`src/rtl/frame_task_scheduler.sv`:
```
// frame_task_scheduler: fires one game-logic sequence per frame at the first
// blanking line and grants four update tasks in order with a per-task timeout.
module frame_task_scheduler #(
    parameter int VFP     = 511,
    parameter int TIMEOUT = 1024
) (
    input  logic        clk,
    input  logic        clr,
    input  logic [9:0]  hc,
    input  logic [9:0]  vc,
    input  logic        run,
    input  logic [3:0]  task_en,
    input  logic [3:0]  task_done,
    input  logic        clear_flags,
    output logic [3:0]  task_req,
    output logic        busy,
    output logic [15:0] frame_cnt,
    output logic        overrun,
    output logic [3:0]  timeout_flag
);
    typedef enum logic [1:0] {
        ST_IDLE  = 2'd0,
        ST_ISSUE = 2'd1,
        ST_WAIT  = 2'd2,
        ST_DONE  = 2'd3
    } state_t;

    localparam logic [9:0]  VFP_LINE = 10'(VFP);
    localparam logic [15:0] TMO_LAST = 16'(TIMEOUT - 1);

    function automatic logic [3:0] onehot4(input logic [1:0] idx);
        logic [3:0] v;
        v      = 4'b0000;
        v[idx] = 1'b1;
        return v;
    endfunction

    state_t      state_r;
    state_t      next_state_s;
    logic [1:0]  idx_r;
    logic [1:0]  next_idx_s;
    logic [15:0] tmo_cnt_r;
    logic        trig_r;
    logic        tmo_hit_s;
    logic        task_end_s;
    logic [3:0]  req_next_s;
    logic        busy_next_s;
    logic [3:0]  tmo_set_s;
    logic        ovr_set_s;
    logic [3:0]  task_req_r;
    logic        busy_r;
    logic [15:0] frame_cnt_r;
    logic        overrun_r;
    logic [3:0]  timeout_flag_r;

    // Start-of-blanking trigger, one pulse per frame while running.
    always_ff @(posedge clk or posedge clr) begin
        if (clr) begin
            trig_r <= 1'b0;
        end else begin
            trig_r <= (hc == 10'd0) && (vc == VFP_LINE) && run;
        end
    end

    // Sequencer state and current task index.
    always_ff @(posedge clk or posedge clr) begin
        if (clr) begin
            state_r <= ST_IDLE;
            idx_r   <= 2'd0;
        end else begin
            state_r <= next_state_s;
            idx_r   <= next_idx_s;
        end
    end

    // Next-state decode; a task ends on done or when its grant budget runs out.
    always_comb begin
        next_state_s = state_r;
        next_idx_s   = idx_r;
        tmo_hit_s    = 1'b0;
        task_end_s   = 1'b0;
        case (state_r)
            ST_IDLE: begin
                if (trig_r) begin
                    next_state_s = ST_ISSUE;
                    next_idx_s   = 2'd0;
                end else begin
                    next_state_s = ST_IDLE;
                end
            end
            ST_ISSUE: begin
                if (task_en[idx_r]) begin
                    next_state_s = ST_WAIT;
                end else if (idx_r == 2'd3) begin
                    next_state_s = ST_DONE;
                end else begin
                    next_state_s = ST_ISSUE;
                    next_idx_s   = idx_r + 2'd1;
                end
            end
            ST_WAIT: begin
                if (task_done[idx_r]) begin
                    task_end_s = 1'b1;
                end else if (tmo_cnt_r == TMO_LAST) begin
                    task_end_s = 1'b1;
                    tmo_hit_s  = 1'b1;
                end else begin
                    task_end_s = 1'b0;
                end
                if (task_end_s && (idx_r == 2'd3)) begin
                    next_state_s = ST_DONE;
                end else if (task_end_s) begin
                    next_state_s = ST_ISSUE;
                    next_idx_s   = idx_r + 2'd1;
                end else begin
                    next_state_s = ST_WAIT;
                end
            end
            ST_DONE: begin
                next_state_s = ST_IDLE;
            end
            default: begin
                next_state_s = ST_IDLE;
                next_idx_s   = 2'd0;
            end
        endcase
    end

    // Output decode from the upcoming state so the grant and busy are registered.
    always_comb begin
        req_next_s  = 4'b0000;
        busy_next_s = 1'b0;
        if (next_state_s == ST_WAIT) begin
            req_next_s = onehot4(next_idx_s);
        end else begin
            req_next_s = 4'b0000;
        end
        if (next_state_s != ST_IDLE) begin
            busy_next_s = 1'b1;
        end else begin
            busy_next_s = 1'b0;
        end
    end

    // Sticky-flag set events.
    always_comb begin
        tmo_set_s = 4'b0000;
        ovr_set_s = trig_r && (state_r != ST_IDLE);
        if (tmo_hit_s) begin
            tmo_set_s = onehot4(idx_r);
        end else begin
            tmo_set_s = 4'b0000;
        end
    end

    // Grant-age counter, restarted on every issue.
    always_ff @(posedge clk or posedge clr) begin
        if (clr) begin
            tmo_cnt_r <= 16'd0;
        end else if (state_r == ST_ISSUE) begin
            tmo_cnt_r <= 16'd0;
        end else if (state_r == ST_WAIT) begin
            tmo_cnt_r <= tmo_cnt_r + 16'd1;
        end else begin
            tmo_cnt_r <= tmo_cnt_r;
        end
    end

    // Registered grant, busy and completed-sequence count.
    always_ff @(posedge clk or posedge clr) begin
        if (clr) begin
            task_req_r  <= 4'b0000;
            busy_r      <= 1'b0;
            frame_cnt_r <= 16'd0;
        end else begin
            task_req_r <= req_next_s;
            busy_r     <= busy_next_s;
            if (state_r == ST_DONE) begin
                frame_cnt_r <= frame_cnt_r + 16'd1;
            end else begin
                frame_cnt_r <= frame_cnt_r;
            end
        end
    end

    // Sticky error flags; a set in the same cycle as a clear is kept.
    always_ff @(posedge clk or posedge clr) begin
        if (clr) begin
            overrun_r      <= 1'b0;
            timeout_flag_r <= 4'b0000;
        end else begin
            if (ovr_set_s) begin
                overrun_r <= 1'b1;
            end else if (clear_flags) begin
                overrun_r <= 1'b0;
            end else begin
                overrun_r <= overrun_r;
            end
            if (clear_flags) begin
                timeout_flag_r <= tmo_set_s;
            end else begin
                timeout_flag_r <= timeout_flag_r | tmo_set_s;
            end
        end
    end

    assign task_req     = task_req_r;
    assign busy         = busy_r;
    assign frame_cnt    = frame_cnt_r;
    assign overrun      = overrun_r;
    assign timeout_flag = timeout_flag_r;
endmodule
```
`config.mk`:
```
export PLATFORM = sky130hd
export DESIGN_NAME = frame_task_scheduler
export DESIGN_NICKNAME = d
export VERILOG_FILES = /design/src/rtl/frame_task_scheduler.sv
export SDC_FILE = /design/constraint.sdc
export NUM_CORES = 1
export LEC_CHECK = 0
export ABC_AREA = 1
export CORE_ASPECT_RATIO = 1.4
export CORE_MARGIN = 5
export CORE_UTILIZATION = 50
export CTS_CLUSTER_SIZE = 14
export DETAILED_ROUTE_END_ITERATION = 8
export PLACE_DENSITY = 0.86
export SYNTH_ARGS = -nofsm -noshare
export SYNTH_HDL_FRONTEND = slang
export SYNTH_SLANG_ARGS = --single-unit
export TNS_END_PERCENT = 30
```
`constraint.sdc`:
```
create_clock -name clk -period 2.23 [get_ports clk]
set_input_delay 0.5575 -clock clk [delete_from_list [all_inputs] [get_ports clk]]
set_output_delay 0.5575 -clock clk [all_outputs]
set_load 0.005 [all_outputs]
```
Word level (Yosys, flattened, before mapping)
Index checks and enable logic that the tools add are counted.
Widths: inputs -> output; s select.
{"block": "classes", "addsub": 3, "magnitude_cmp": 4, "n_eq_ne": 7, "muxes": 33, "bitwise_logic": 1, "reduce_logical": 12}
{"cell": "$add 16x1->16 const B", "count": 2}
{"cell": "$mux 16", "count": 2}
{"cell": "$mux 2", "count": 9}
{"cell": "$eq 16x10->1 const B", "count": 1}
{"cell": "$mux 1", "count": 13}
{"cell": "$mux 4", "count": 3}
{"cell": "$eq 10x9->1 const B", "count": 1}
{"cell": "$logic_not 10->1", "count": 1}
{"cell": "$eq 2x2->1 const B", "count": 4}
{"cell": "$pmux 2 s4", "count": 1}
{"cell": "$reduce_bool 2->1", "count": 4}
{"cell": "$logic_and 1x1->1", "count": 6}
{"cell": "$lt 2x3->1 const B", "count": 2}
{"cell": "$pmux 2 s3", "count": 1}
{"cell": "$bmux 1 s2", "count": 2}
{"cell": "$demux 1 s2", "count": 2}
{"cell": "$ge 2x1->1 const B", "count": 2}
{"cell": "$or 4x4->4", "count": 1}
{"cell": "$add 2x1->2 const B", "count": 1}
{"cell": "$eq 2x1->1 const B", "count": 1}
{"cell": "$logic_not 2->1", "count": 1}
{"block": "totals", "reg_bits": 47, "in_bits": 32, "output_inout_bits": 26, "word_cells": 69}

Logic depth before layout (Yosys ltp)
Gate-level depths: netlist of run 1.
{"block": "depth", "depth_word": 12, "mapped_depth": 13, "mapped_depth_nobuf": 13}

Worst setup path before layout of run 1
OpenSTA, ideal clock, no wires.
{"block": "synth_timing", "kind": "reg-to-reg", "start": "register state_r[0]", "end": "register tmo_cnt_r[14]", "setup_ns": 0.119, "arrival_time_ns": 1.658, "required_time_ns": 2.111, "path_slack_ns": 0.453, "stages_incl_launch_ff": 13, "n_path_buf": 1, "synth_period_minus_slack_ns": 1.777, "path_cell_list": "dfrtp_1 -> inv_1 -> ha_1 -> buf_4 -> inv_2 -> nor2_4 -> nand2_2 -> nor2_2 -> nand3_1 -> nor3b_2 -> nand2_1 -> o21ai_1 -> nor2_1"}
{"block": "synth_between", "elab_chain_len": 2, "elab_cells_between_ends": 4, "classes_between": "2 x eq/ne; 1 x mux; 1 x reduce/logical"}
{"item": "start, declared", "line_no": "38", "source": "state_t state_r;"}
{"item": "start signal, assigned", "line_no": "71", "source": "state_r <= next_state_s;"}
{"item": "$eq 2x1->1 or $eq 2x2->1 (tied branches)", "line_no": "160, 162"}
{"item": "$mux 16 or $reduce_bool 2->1 (tied branches)"}
{"item": "end signal, assigned", "line_no": "163", "source": "tmo_cnt_r <= tmo_cnt_r + 16'd1;"}
{"item": "end signal, assigned", "line_no": "165", "source": "tmo_cnt_r <= tmo_cnt_r;"}
{"item": "end, declared", "line_no": "42", "source": "logic [15:0] tmo_cnt_r;"}
Several ways; a longest one is shown, not always the timed one.
A chain may end at the register's enable or synchronous reset.

Worst setup path in the final report of run 1
{"block": "layout_timing", "start": "register state_r[1]", "end": "register tmo_cnt_r[14]"}
Same word-level chain as after synthesis.

==> summary.md, run 1 <==
* 11 — count of cell instances traversed by the critical path
* 31 — count of standard-cell rows
* simple AND/OR/NAND/NOR gates — main combinational cell family by area after synthesis
* 11 — cells on worst reg2reg path
* 0 — remaining antenna violation count after routing
* complete, no violations — status
* 0.704 — headroom to the max-slew limit
* built — TritonCTS clock tree
* 0.440 ns — measured slew at the worst slew-check pin
* 151 — initial DRC count
* 0 — number of endpoints failing setup at the final stage
* register — Worst setup EP type
* 0.273 — simple-gate share of the synthesized area
* 415 — final layout net count
* inv_1 > ha_4 > inv_2 > nor2_4 > nand2_2 > nor2_2 > nand3_1 > nor3b_2 > nand2_1 > o21ai_1 > nor2_1 — worst-path cell chain
* 30.8% — area growth from synthesis to layout
* 0.545 — Seq pwr share
* 0.43 ns — Max stage delay on crit path
* 2.42 ns — Worst Path Required
* 4.52 mm — DP Wirelength
* 0 — pins over their slew limit
* dfrtp_1 — Main synth FF type
* 48 — pin count of the biggest net entering global routing
* 510 MHz — FMAX
* 0 — global-route congestion overflow total
* false — setup repair after global routing missed its margin
* nand2_1 — most common cell in the synthesized netlist
* 5080 um^2 — core area
* 0.862 — gpl congestion
* 2 — Bufs on Longest Clock Path
* 0.0583 — Adder-Cell Fraction of Synth Area
* dfrtp_1 (46%), nand2_1 (8.7%), inv_1 (7.0%) — largest cells by area after synthesis
* frame_cnt[15]$_DFFE_PP0N_ — end point of the worst hold path
* register to register — WS Path Type
* 0.0968 — proportion of layout cells with a drive suffix above 1
* 9 — largest fanout on the critical path
* 0.000322 W — Net Switching
* clkbuf_8 — master cell of the clock root buffer
* 32 — unique cell type count in the Yosys netlist
* 412 — Fillers
* 0 — antenna violations before repair
* 0.399 — Clock Power Share
* 0 — number of flops mapped to enable cells by yosys
* nand2_1 (60), inv_1 (48), dfrtp_1 (47), nor2_1 (26), nand3_1 (20) — cell types with the highest counts after synthesis
* 0.206 — net switching share of the total power
* 0.457 — share of the synthesized area in the top cell type
* simple AND/OR/NAND/NOR gates — top cell family by delay on the critical path
* 2 — total number of H-tree levels
* 464 nW/um^2 — areal power density over the cells
* 0.27 ns — setup slack of the worst register-to-register path
* 307 — gate count after technology mapping
* register — startpoint types
* 0.0104 ns — Post-Route Skew
* 2 — cell count of the worst hold path
* 9.99 mm — wire length of the first global-routing pass
* 2570 um^2 — Synth Cell Area
* 0.00124 W — Int Power
* 1.00 — proportion of register bits with asynchronous set or reset after synthesis
* 429 — number of placed cells counting well taps
* 0.507 — Initial Util
* 0 — n_diodes
* 0.507 ns — final hold slack
* 0.30 ns — Worst-Skew Late Latency
* 351 — total nets after synthesis
* register to register — classification of the worst-slack hold path
* 5.18 — average vias per placed instance
* 47 — #FFs+latches synth
* 6710 um^2 — die outline area
* 0 — multiplexer area fraction after synthesis
* 5.88 mm — total detailed-routing wirelength
* dfrtp_1 — leading area contributor after synthesis
* 4 — drt pass-1 iters
* 0.09 ns — Clk pin slew, worst setup/hold paths
* 58 — ports placed on the boundary
* 0 — count of endpoints failing hold in the final timing report
* 0 — DRC Markers
* 1.62 nW — leakage power of the design
* 1.96 ns — minimum clock period after layout
* 2266 — via count of the first global-routing pass
* 57 — number of buffers inserted by port buffering
* 0.188 — total routing resource utilization after global routing
* 70.7 um — Die X
* 13.4 um — average detailed-routed wire length per instance
* 94.9 um — die height
* frame_cnt[15]$_DFFE_PP0N_ — startpoint of the most critical hold path
* 0.880 — period utilization
* 0.0734 — Compound-Gate Fraction of Synth Area
* 3370 um^2 — final instance area
* dfrtp_1 — critical path's slowest cell
* 0.457 — fraction of the yosys area taken by sequential cells
* state_r[1]$_DFF_PP0_ — worst reg2reg startpoint
* 0.0578 — Post-Synth XOR/XNOR Area
* 3240 um^2 — cell area reported after detailed placement
* 8.39 um^2 — Post-Syn Area per Cell
* 2 — number of buffer and inverter instances along the worst setup path
* 47 — number of sinks driven by the clock tree
* 5 — clock buffers created by TritonCTS
* 302 uV — maximum vdd ir drop
* 0.00156 W — post-route total power
* 438 — count of non-filler cells in the finished layout
* 2267 — Vias
* 0.057 — combinational share of power
* 2.15 ns — Data arrival, critical path
* tmo_cnt_r[14]$_DFFE_PP0P_ — reg-to-reg critical path endpoint
* 0 ns — final sum of negative setup slack
* 0 — number of violations of the max-capacitance limit
* 0 — Syn. warnings
## cell families after synthesis
logic type      Yosys count
compound gates           33
xor+xnor                 17
flops                    47
simple gates            144
fa+ha+maj                12
buf+inv                  54
## registers in the layout (all words and copies together) (netlist names)
name and cells:
busy 1, task_req 4, tmo_cnt_r 16, idx_r 2, state_r 2, overrun 1
timeout_flag 4, trig_r 1, frame_cnt 16
## per-stage QoR
stage,util,worst slack (ns)
3_3_place_gp,0.637,0.290
3_5_place_dp,0.637,0.241
2_1_floorplan,-,0.453
4_1_cts,0.659,0.180
6_report,0.663,0.268
5_1_grt,0.663,0.0826
## what timing repair did
action / 4_1_cts / 5_1_grt
endpoints found under the setup margin: 0 / 1
hold buffers: 0 / 0
gates resized for setup: 0 / 2
buffers inserted: 0 / 1
## worst max path at each step
stage / to / slack (ns) / from
2_1_floorplan: tmo_cnt_r[14]$_DFFE_PP0P_ / 0.45 / state_r[0]$_DFF_PP0_
3_3_place_gp: task_req[0]$_DFF_PP0_ / 0.29 / task_done[3]
3_5_place_dp: tmo_cnt_r[14]$_DFFE_PP0P_ / 0.24 / state_r[0]$_DFF_PP0_
4_1_cts: tmo_cnt_r[14]$_DFFE_PP0P_ / 0.18 / state_r[1]$_DFF_PP0_
5_1_grt: tmo_cnt_r[14]$_DFFE_PP0P_ / 0.08 / state_r[1]$_DFF_PP0_
6_report: tmo_cnt_r[14]$_DFFE_PP0P_ / 0.27 / state_r[1]$_DFF_PP0_
## layer usage
| metal | track usage | wire (um) | vias up |
|---|---|---|---|
| li1 | - | - | 1114 |
| met1 | 0.203 | 2260 | 1077 |
| met2 | 0.348 | 3200 | 65 |
| met3 | 0.0469 | 259 | 11 |
| met4 | 0.0799 | 159 | 0 |
| met5 | 0 | 0 | - |
## power by group through the flow
| stage | clock [W] | sequential (W) | combinational, W |
|---|---|---|---|
| final | 0.000623 | 0.000852 | 0.0000884 |
| after global routing | 0.000672 | 0.000852 | 0.0000980 |
| after CTS | 0.000632 | 0.000852 | 0.0000904 |
| after detailed placement | 0 | 0.000869 | 0.0000898 |
| after global placement | 0 | 0.000869 | 0.0000885 |
| after floorplan | 0 | 0.000869 | 0.0000232 |
## tightest hold or removal path, cell delays in order, from the launching register on
cell and delay [ns]:
dfrtp_1 0.37, xor2_1 0.07, inv_1 0.04
## area by class of cell
class | instances | area [um^2] | area share
flip-flops and latches | 47 | 1180 | 0.349
repair buffers | 59 | 598 | 0.178
well taps | 66 | 82.6 | 0.0245
clock buffers | 5 | 68.8 | 0.0204
inverters | 52 | 195 | 0.0579
clock inverters | 3 | 43.8 | 0.0130
multi-input cells | 206 | 1200 | 0.357
## placed cells by master, fill, tap and decap left out, types with 8 or more instances in the layout
| cell | count |
|---|---|
| xor2_1 | 13 |
| nand3_1 | 20 |
| clkdlybuf4s50_1 | 57 |
| dfrtp_1 | 47 |
| nor2_1 | 26 |
| inv_1 | 47 |
| o21ai_0 | 8 |
| a21oi_1 | 10 |
| ha_1 | 11 |
| nand2_1 | 60 |
Power figures use the tool's default switching activity.
==> run 2: changes to the inputs <==
--- a/config.mk
+++ b/config.mk
@@ -8,10 +8,10 @@
 export ABC_AREA = 1
 export CORE_ASPECT_RATIO = 1.4
 export CORE_MARGIN = 5
-export CORE_UTILIZATION = 50
+export CORE_UTILIZATION = 35
 export CTS_CLUSTER_SIZE = 14
 export DETAILED_ROUTE_END_ITERATION = 8
-export PLACE_DENSITY = 0.86
+export PLACE_DENSITY = 0.66
 export SYNTH_ARGS = -nofsm -noshare
 export SYNTH_HDL_FRONTEND = slang
 export SYNTH_SLANG_ARGS = --single-unit
==> constraint.sdc (replaced) <==
create_clock -name clk -period 2 [get_ports clk]
set_input_delay 0.5 -clock clk [delete_from_list [all_inputs] [get_ports clk]]
set_output_delay 0.5 -clock clk [all_outputs]
set_load 0.005 [all_outputs]
==> summary.md, run 2 (synthesis results as in run 1) <==
* 82.5 um — Die X, +17%
* 1 — count of cell instances traversed by the critical path, -10
* 0 ns — final sum of negative setup slack, unchanged
* 0.167 ns — worst setup slack after layout, -0.101 ns
* nand2_1 (60), clkdlybuf4s50_1 (57), dfrtp_1 (47) — top library cells by usage in the layout, fill and taps aside
* 47 — number of sinks driven by the clock tree, unchanged
* false — setup repair after global routing missed its margin
* 0.55 ns — Max stage delay on crit path, +0.12 ns
* complete, no violations — status
* 0 — number of endpoints failing setup at the final stage, unchanged
* 9.98 mm — wire length of the first global-routing pass, about the same
* 3480 um^2 — final instance area, +3.3%
* 5.83 mm — total detailed-routing wirelength, -0.78%
* 0 — global-route congestion overflow total, unchanged
* nand2_1 — leading cell type in the layout, fill and taps excluded
* 1.50 ns — Worst Path Required, -0.92 ns
* clkdlybuf4s50_1 — critical path's slowest cell
* 0.114 — proportion of layout cells with a drive suffix above 1, +0.0170
* 57 — number of buffers inserted by port buffering, unchanged
* 546 MHz — FMAX
* 465 — number of placed cells counting well taps, +8.4%
* 0.10 ns — Clk pin slew, worst setup/hold paths, about the same
* frame_cnt[4]$_DFFE_PP0N_ — launching instance or port of the critical path
* 4.66 — average vias per placed instance, -9.9%
* 1.83 ns — minimum clock period after layout
* 12.3 um — average detailed-routed wire length per instance, -8.5%
* clkdlybuf4s50_1 — worst-path cell chain
* 419 uV — maximum vdd ir drop, +39%
* 11 — cells on worst reg2reg path, unchanged
* 0.716 — headroom to the max-slew limit, +0.0123
* 0.196 — net switching share of the total power, -0.0100
* 0.17 ns — setup slack of the worst register-to-register path, -0.10 ns
* 5 — clock buffers created by TritonCTS, unchanged
* state_r[1]$_DFF_PP0_ — worst reg2reg startpoint
* 540 nW/um^2 — areal power density over the cells, +16%
* 0.916 — period utilization
* 2 — total number of H-tree levels, unchanged
* 0.134 — total routing resource utilization after global routing, -0.0543
* 90 — initial DRC count, -40%
* register — startpoint types
* built — TritonCTS clock tree
* 26 — pin count of the biggest net entering global routing, -46%
* 0 — DRC Markers, unchanged
* 1.67 nW — leakage power of the design, +3.3%
* 475 — count of non-filler cells in the finished layout, +8.4%
* 0.30 ns — Worst-Skew Late Latency, about the same
* 1.33 ns — Data arrival, critical path, -0.82 ns
* 0.826 — gpl congestion, -4.2%
* 4 — drt pass-1 iters, unchanged
* 0.00151 W — Int Power, +22%
* 0 — n_diodes, unchanged
* 2215 — Vias, -2.3%
* clkbuf_8 — master cell of the clock root buffer
* 0.422 ns — measured slew at the worst slew-check pin, -0.0184 ns
* 0 — number of violations of the max-capacitance limit, unchanged
* 35.2% — area growth from synthesis to layout
* 3310 um^2 — cell area reported after detailed placement, +2.4%
* 0 — antenna violations before repair, unchanged
* 37 — count of standard-cell rows, +19%
* buffers and inverters — top cell family by delay on the critical path
* 708 — Fillers, +72%
* register to output port — WS Path Type
* 0.0139 ns — Post-Route Skew, +0.00347 ns
* 0.354 — Initial Util, -0.152
* 421 — final layout net count, +1.4%
* 4.64 mm — DP Wirelength, +2.7%
* 0.00188 W — post-route total power, +20%
* 0.0823 ns — post-placement setup slack, -0.159 ns
* 0 — hold_buf cts, unchanged
* 0 — pins over their slew limit, unchanged
* 0 — count of endpoints failing hold in the final timing report, unchanged
* 111 um — die height, +17%
* 2263 — via count of the first global-routing pass, -0.13%
* 9200 um^2 — die outline area, +37%
* output port — Worst setup EP type
* 1 — number of buffer and inverter instances along the worst setup path, -1
* 0.000368 W — Net Switching, +14%
* 0.053 — combinational share of power, -0.004
* 0 — remaining antenna violation count after routing, unchanged
* 7 — largest fanout on the critical path, -2
* 2 — Bufs on Longest Clock Path, unchanged
* 58 — ports placed on the boundary, unchanged
* input pin to async pin — classification of the worst-slack hold path
* 0.442 — Clock Power Share, +0.043
* 0.505 — Seq pwr share, -0.040
* 7270 um^2 — core area, +43%
[run 2: final cells by class]
cell class                 instances  area (um^2)  area share
tap                               97          121      0.0349
sequential                        47         1180       0.338
inverter                          52          195      0.0561
clock inverter                     3         67.6      0.0194
clock buffer                       5         68.8      0.0198
timing repair buffer              65          643       0.185
multi-input combinational        206         1210       0.347
[run 2: final timing paths]
path | end
setup / recovery | frame_cnt[4]
setup reg to reg | tmo_cnt_r[14]$_DFFE_PP0P_
max in group asynchronous | tmo_cnt_r[5]$_DFFE_PP0P_
hold / removal | frame_cnt[7]$_DFFE_PP0N_
hold reg to reg | frame_cnt[12]$_DFFE_PP0N_
min in group clk | frame_cnt[12]$_DFFE_PP0N_
[run 2: stage by stage]
stage | hold WS (ns) | utilization
3_3_place_gp | 0.477 | 0.456
6_report | 0.453 | 0.479
3_5_place_dp | 0.496 | 0.456
5_1_grt | 0.474 | 0.479
2_1_floorplan | 0.454 | -
4_1_cts | 0.461 | 0.474
[run 2: power groups by stage]
stage / logic, W / registers, W / clock network [W]
floorplan: 0.0000258 / 0.000968 / 0
global placement: 0.000101 / 0.000968 / 0
detailed placement: 0.000103 / 0.000968 / 0
CTS: 0.000103 / 0.000950 / 0.000849
global route: 0.000111 / 0.000950 / 0.000892
finish: 0.0000998 / 0.000949 / 0.000830
[run 2: timing repair]
item,CTS,global route
gates resized for setup,0,3
endpoints found under the setup margin,0,1
setup buffers,0,2
[run 2: layer usage]
metal  up-vias  global-route usage  part of all wire
met5         -                   0                 0
met4         0              0.0382             0.011
met3         6              0.0307             0.056
met2        58               0.236              0.51
met1      1030               0.159              0.42
li1       1121                   -                 -
==> run 3: changes to the inputs <==
--- a/config.mk
+++ b/config.mk
@@ -5,13 +5,13 @@
 export SDC_FILE = /design/constraint.sdc
 export NUM_CORES = 1
 export LEC_CHECK = 0
-export ABC_AREA = 1
+export ABC_AREA = 0
 export CORE_ASPECT_RATIO = 1.4
 export CORE_MARGIN = 5
 export CORE_UTILIZATION = 35
 export CTS_CLUSTER_SIZE = 14
 export DETAILED_ROUTE_END_ITERATION = 8
-export PLACE_DENSITY = 0.66
+export PLACE_DENSITY = 0.6
 export SYNTH_ARGS = -nofsm -noshare
 export SYNTH_HDL_FRONTEND = slang
 export SYNTH_SLANG_ARGS = --single-unit
==> summary.md, run 3 <==
* complete, no violations — status
* 0.264 — Clock Power Share, -0.178
* 0 — n_diodes, unchanged
* 0 — number of violations of the max-capacitance limit, unchanged
* 6940 um^2 — core area, -4.6%
* 2.20 ns — Worst Path Required, +0.70 ns
* 1.00 — proportion of register bits with asynchronous set or reset after synthesis, unchanged
* 0.711 — headroom to the max-slew limit, -0.00580
* 0.476 — fraction of the yosys area taken by sequential cells, +0.0197
* 0.00155 W — Int Power, +2.7%
* 4.22 mm — DP Wirelength, -9.1%
* 0.00221 W — post-route total power, +17%
* input pin — startpoint types
* 420 — count of non-filler cells in the finished layout, -12%
* 109 um — die height, -1.9%
* 2079 — via count of the first global-routing pass, -8.1%
* 12.8 um — average detailed-routed wire length per instance, +4.6%
* 0 — Syn. warnings, unchanged
* 0 ns — final sum of negative setup slack, unchanged
* 9.16 mm — wire length of the first global-routing pass, -8.3%
* 0.0112 ns — Post-Route Skew, -0.00272 ns
* 0.984 — period utilization, +0.0675
* 644 nW/um^2 — areal power density over the cells, +19%
* 40 — unique cell type count in the Yosys netlist, +25%
* mux4_2 — critical path's slowest cell
* dfrtp_1 (47), nor2_1 (23), nand2_1 (21), inv_1 (17), o21ai_0 (17) — cell types with the highest counts after synthesis
* 405 — number of placed cells counting well taps, -13%
* dfrtp_1 (48%), ha_1 (6.1%), xnor2_1 (5.7%) — largest cells by area after synthesis
* 0.356 — Initial Util, +0.00160
* 6 — cells on worst reg2reg path, -5
* 682 — Fillers, -3.7%
* 0.000655 W — Net Switching, +78%
* 36 — count of standard-cell rows, -2.7%
* 0.09 ns — Clk pin slew, worst setup/hold paths, about the same
* 508 MHz — FMAX, -6.9%
* 2032 — Vias, -8.3%
* 0.130 — total routing resource utilization after global routing, -0.00413
* 0 — hold_buf cts, unchanged
* 0 — remaining antenna violation count after routing, unchanged
* input pin to register — WS Path Type
* 4.84 — average vias per placed instance, +3.8%
* 0 — global-route congestion overflow total, unchanged
* 274 uV — maximum vdd ir drop, -35%
* 47 — number of sinks driven by the clock tree, unchanged
* 57 — number of buffers inserted by port buffering, unchanged
* 368 — final layout net count, -13%
* dfrtp_1 — leading area contributor after synthesis
* 0.49 ns — Max stage delay on crit path, -0.06 ns
* 0.491 — Seq pwr share, -0.014
* 81.0 um — Die X, -1.8%
* idx_r[0]$_DFF_PP0_ — worst reg2reg startpoint
* state_r[0]$_DFF_PP0_ — reg-to-reg critical path endpoint
* 0 — antenna violations before repair, unchanged
* 1 — cell count of the worst hold path
* dfrtp_1 — most common cell in the synthesized netlist
* register to register — classification of the worst-slack hold path
* 5.39 mm — total detailed-routing wirelength, -7.5%
* 0.142 — proportion of layout cells with a drive suffix above 1, +0.0278
* built — TritonCTS clock tree
* 0.297 — net switching share of the total power, +0.101
* 2 — total number of H-tree levels, unchanged
* 244 — gate count after technology mapping, -21%
* register — Worst setup EP type
* 0.434 ns — measured slew at the worst slew-check pin, +0.0120 ns
* 19 — pin count of the biggest net entering global routing, -27%
* 8860 um^2 — die outline area, -3.7%
* 0 — DRC Markers, unchanged
* 1.97 ns — minimum clock period after layout, +0.135 ns
* 38.9% — area growth from synthesis to layout
* 0.476 — share of the synthesized area in the top cell type, +0.0197
* 3430 um^2 — final instance area, -1.5%
* 3270 um^2 — cell area reported after detailed placement, -1.4%
* clkdlybuf4s50_1 — leading cell type in the layout, fill and taps excluded
* clkbuf_8 — master cell of the clock root buffer
* 3 — largest fanout on the critical path, -4
* frame_cnt[15]$_DFFE_PP0N_ — end point of the worst hold path
* 2470 um^2 — Synth Cell Area, -4.1%
* 0 — number of endpoints failing setup at the final stage, unchanged
* dlygate4sd2_1 > mux4_2 > a41o_1 > a221oi_2 > nor2_1 > buf_4 > buf_4 — worst-path cell chain
* 288 — total nets after synthesis, -18%
* clkdlybuf4s50_1 (53), dfrtp_1 (46), nor2_1 (23) — top library cells by usage in the layout, fill and taps aside
* 0 — pins over their slew limit, unchanged
* 10.1 um^2 — Post-Syn Area per Cell, +21%
* frame_cnt[15]$_DFFE_PP0N_ — startpoint of the most critical hold path
* 58 — ports placed on the boundary, unchanged
* 0.476 ns — final hold slack, +0.0223 ns
* 47 — #FFs+latches synth, unchanged
* buf_4 — most common cell type on the critical path
* dfrtp_1 — Main synth FF type
* 4 — drt pass-1 iters, unchanged
* 64 — initial DRC count, -29%
* 0 — number of flops mapped to enable cells by yosys, unchanged
* 5 — clock buffers created by TritonCTS, unchanged
* 0.30 ns — Worst-Skew Late Latency, about the same
* 2.17 ns — Data arrival, critical path, +0.84 ns
* 2 — Bufs on Longest Clock Path, unchanged
* 1.50 nW — leakage power of the design, -10%
* true — setup repair after global routing missed its margin
* 0 — count of endpoints failing hold in the final timing report, unchanged
* 0.245 — combinational share of power, +0.192
* 0.05 ns — setup slack of the worst register-to-register path, -0.12 ns
* 0.886 — gpl congestion, +7.3%
[run 3: cell types whose count changed after synthesis, moves of 9 or more]
cell     previous run  this run
inv_1              48        17
o21ai_0             8        17
xnor2_1             4        16
nand2_1            60        21
nand3_1            20        11
[run 3: how the worst max path moves through the flow]
stage / from / to / depth (start not counted)
6_report: task_done[3] / state_r[0]$_DFF_PP0_ / 7
3_5_place_dp: task_done[3] / task_req[1]$_DFF_PP0_ / 6
4_1_cts: idx_r[1]$_DFF_PP0_ / busy$_DFF_PP0_ / 5
3_3_place_gp: task_done[3] / task_req[1]$_DFF_PP0_ / 6
2_1_floorplan: idx_r[0]$_DFF_PP0_ / task_req[2]$_DFF_PP0_ / 6
5_1_grt: idx_r[0]$_DFF_PP0_ / task_req[3]$_DFF_PP0_ / 5
[run 3: cell families after synthesis]
family / after synthesis / synth area share
multiplexers: 10 / 0.0476
AO/OA/AOI/OAI: 32 / 0.0862
flip-flops: 47 / 0.476
XOR/XNOR: 25 / 0.0887
adder cells (fa/ha/maj): 12 / 0.0608
AND/OR/NAND/NOR: 94 / 0.200
buffers and inverters: 24 / 0.0405
[run 3: layout make-up]
cell class                 count  area (um^2)  area share
clock buffer                   5         68.8      0.0201
clock inverter                 3         20.0     0.00584
inverter                      17         63.8      0.0186
multi-input combinational    173         1220       0.355
sequential                    47         1180       0.343
tap                           95          119      0.0347
timing repair buffer          80          763       0.223
[run 3: critical path, delay by kind of cell]
family	cells	cell delay, ns
mux	1	0.49
compound gates	2	0.59
simple gates	1	0.10
buf+inv	3	0.49
[run 3: power by group through the flow]
| stage | registers (W) | clock network, W | logic [W] |
|---|---|---|---|
| 2_1_floorplan | 0.00109 | 0 | 0.000330 |
| 3_3_place_gp | 0.00110 | 0 | 0.000517 |
| 3_5_place_dp | 0.00110 | 0 | 0.000527 |
| 4_1_cts | 0.00108 | 0.000604 | 0.000530 |
| 5_1_grt | 0.00110 | 0.000639 | 0.000596 |
| 6_report | 0.00108 | 0.000583 | 0.000540 |
[run 3: layer usage]
metal  up-vias  share of wire  GRT usage
met5         -              0          0
met4         0          0.017     0.0435
met3         6          0.043     0.0221
met2        42           0.52      0.237
met1       976           0.42      0.152
li1       1008              -          -
[run 3: what timing repair did]
item	in CTS	in global routing
gates resized for setup	5	7
endpoints found under the setup margin	5	9
pin swaps	2	4
buffers inserted	1	6
[run 3: metrics by stage]
stage	worst slack, ns	util
floorplan	0.0550	-
global placement	-0.491	0.471
detailed placement	-0.506	0.471
CTS	0.00518	0.484
global route	-0.0211	0.494
finish	0.0324	0.494
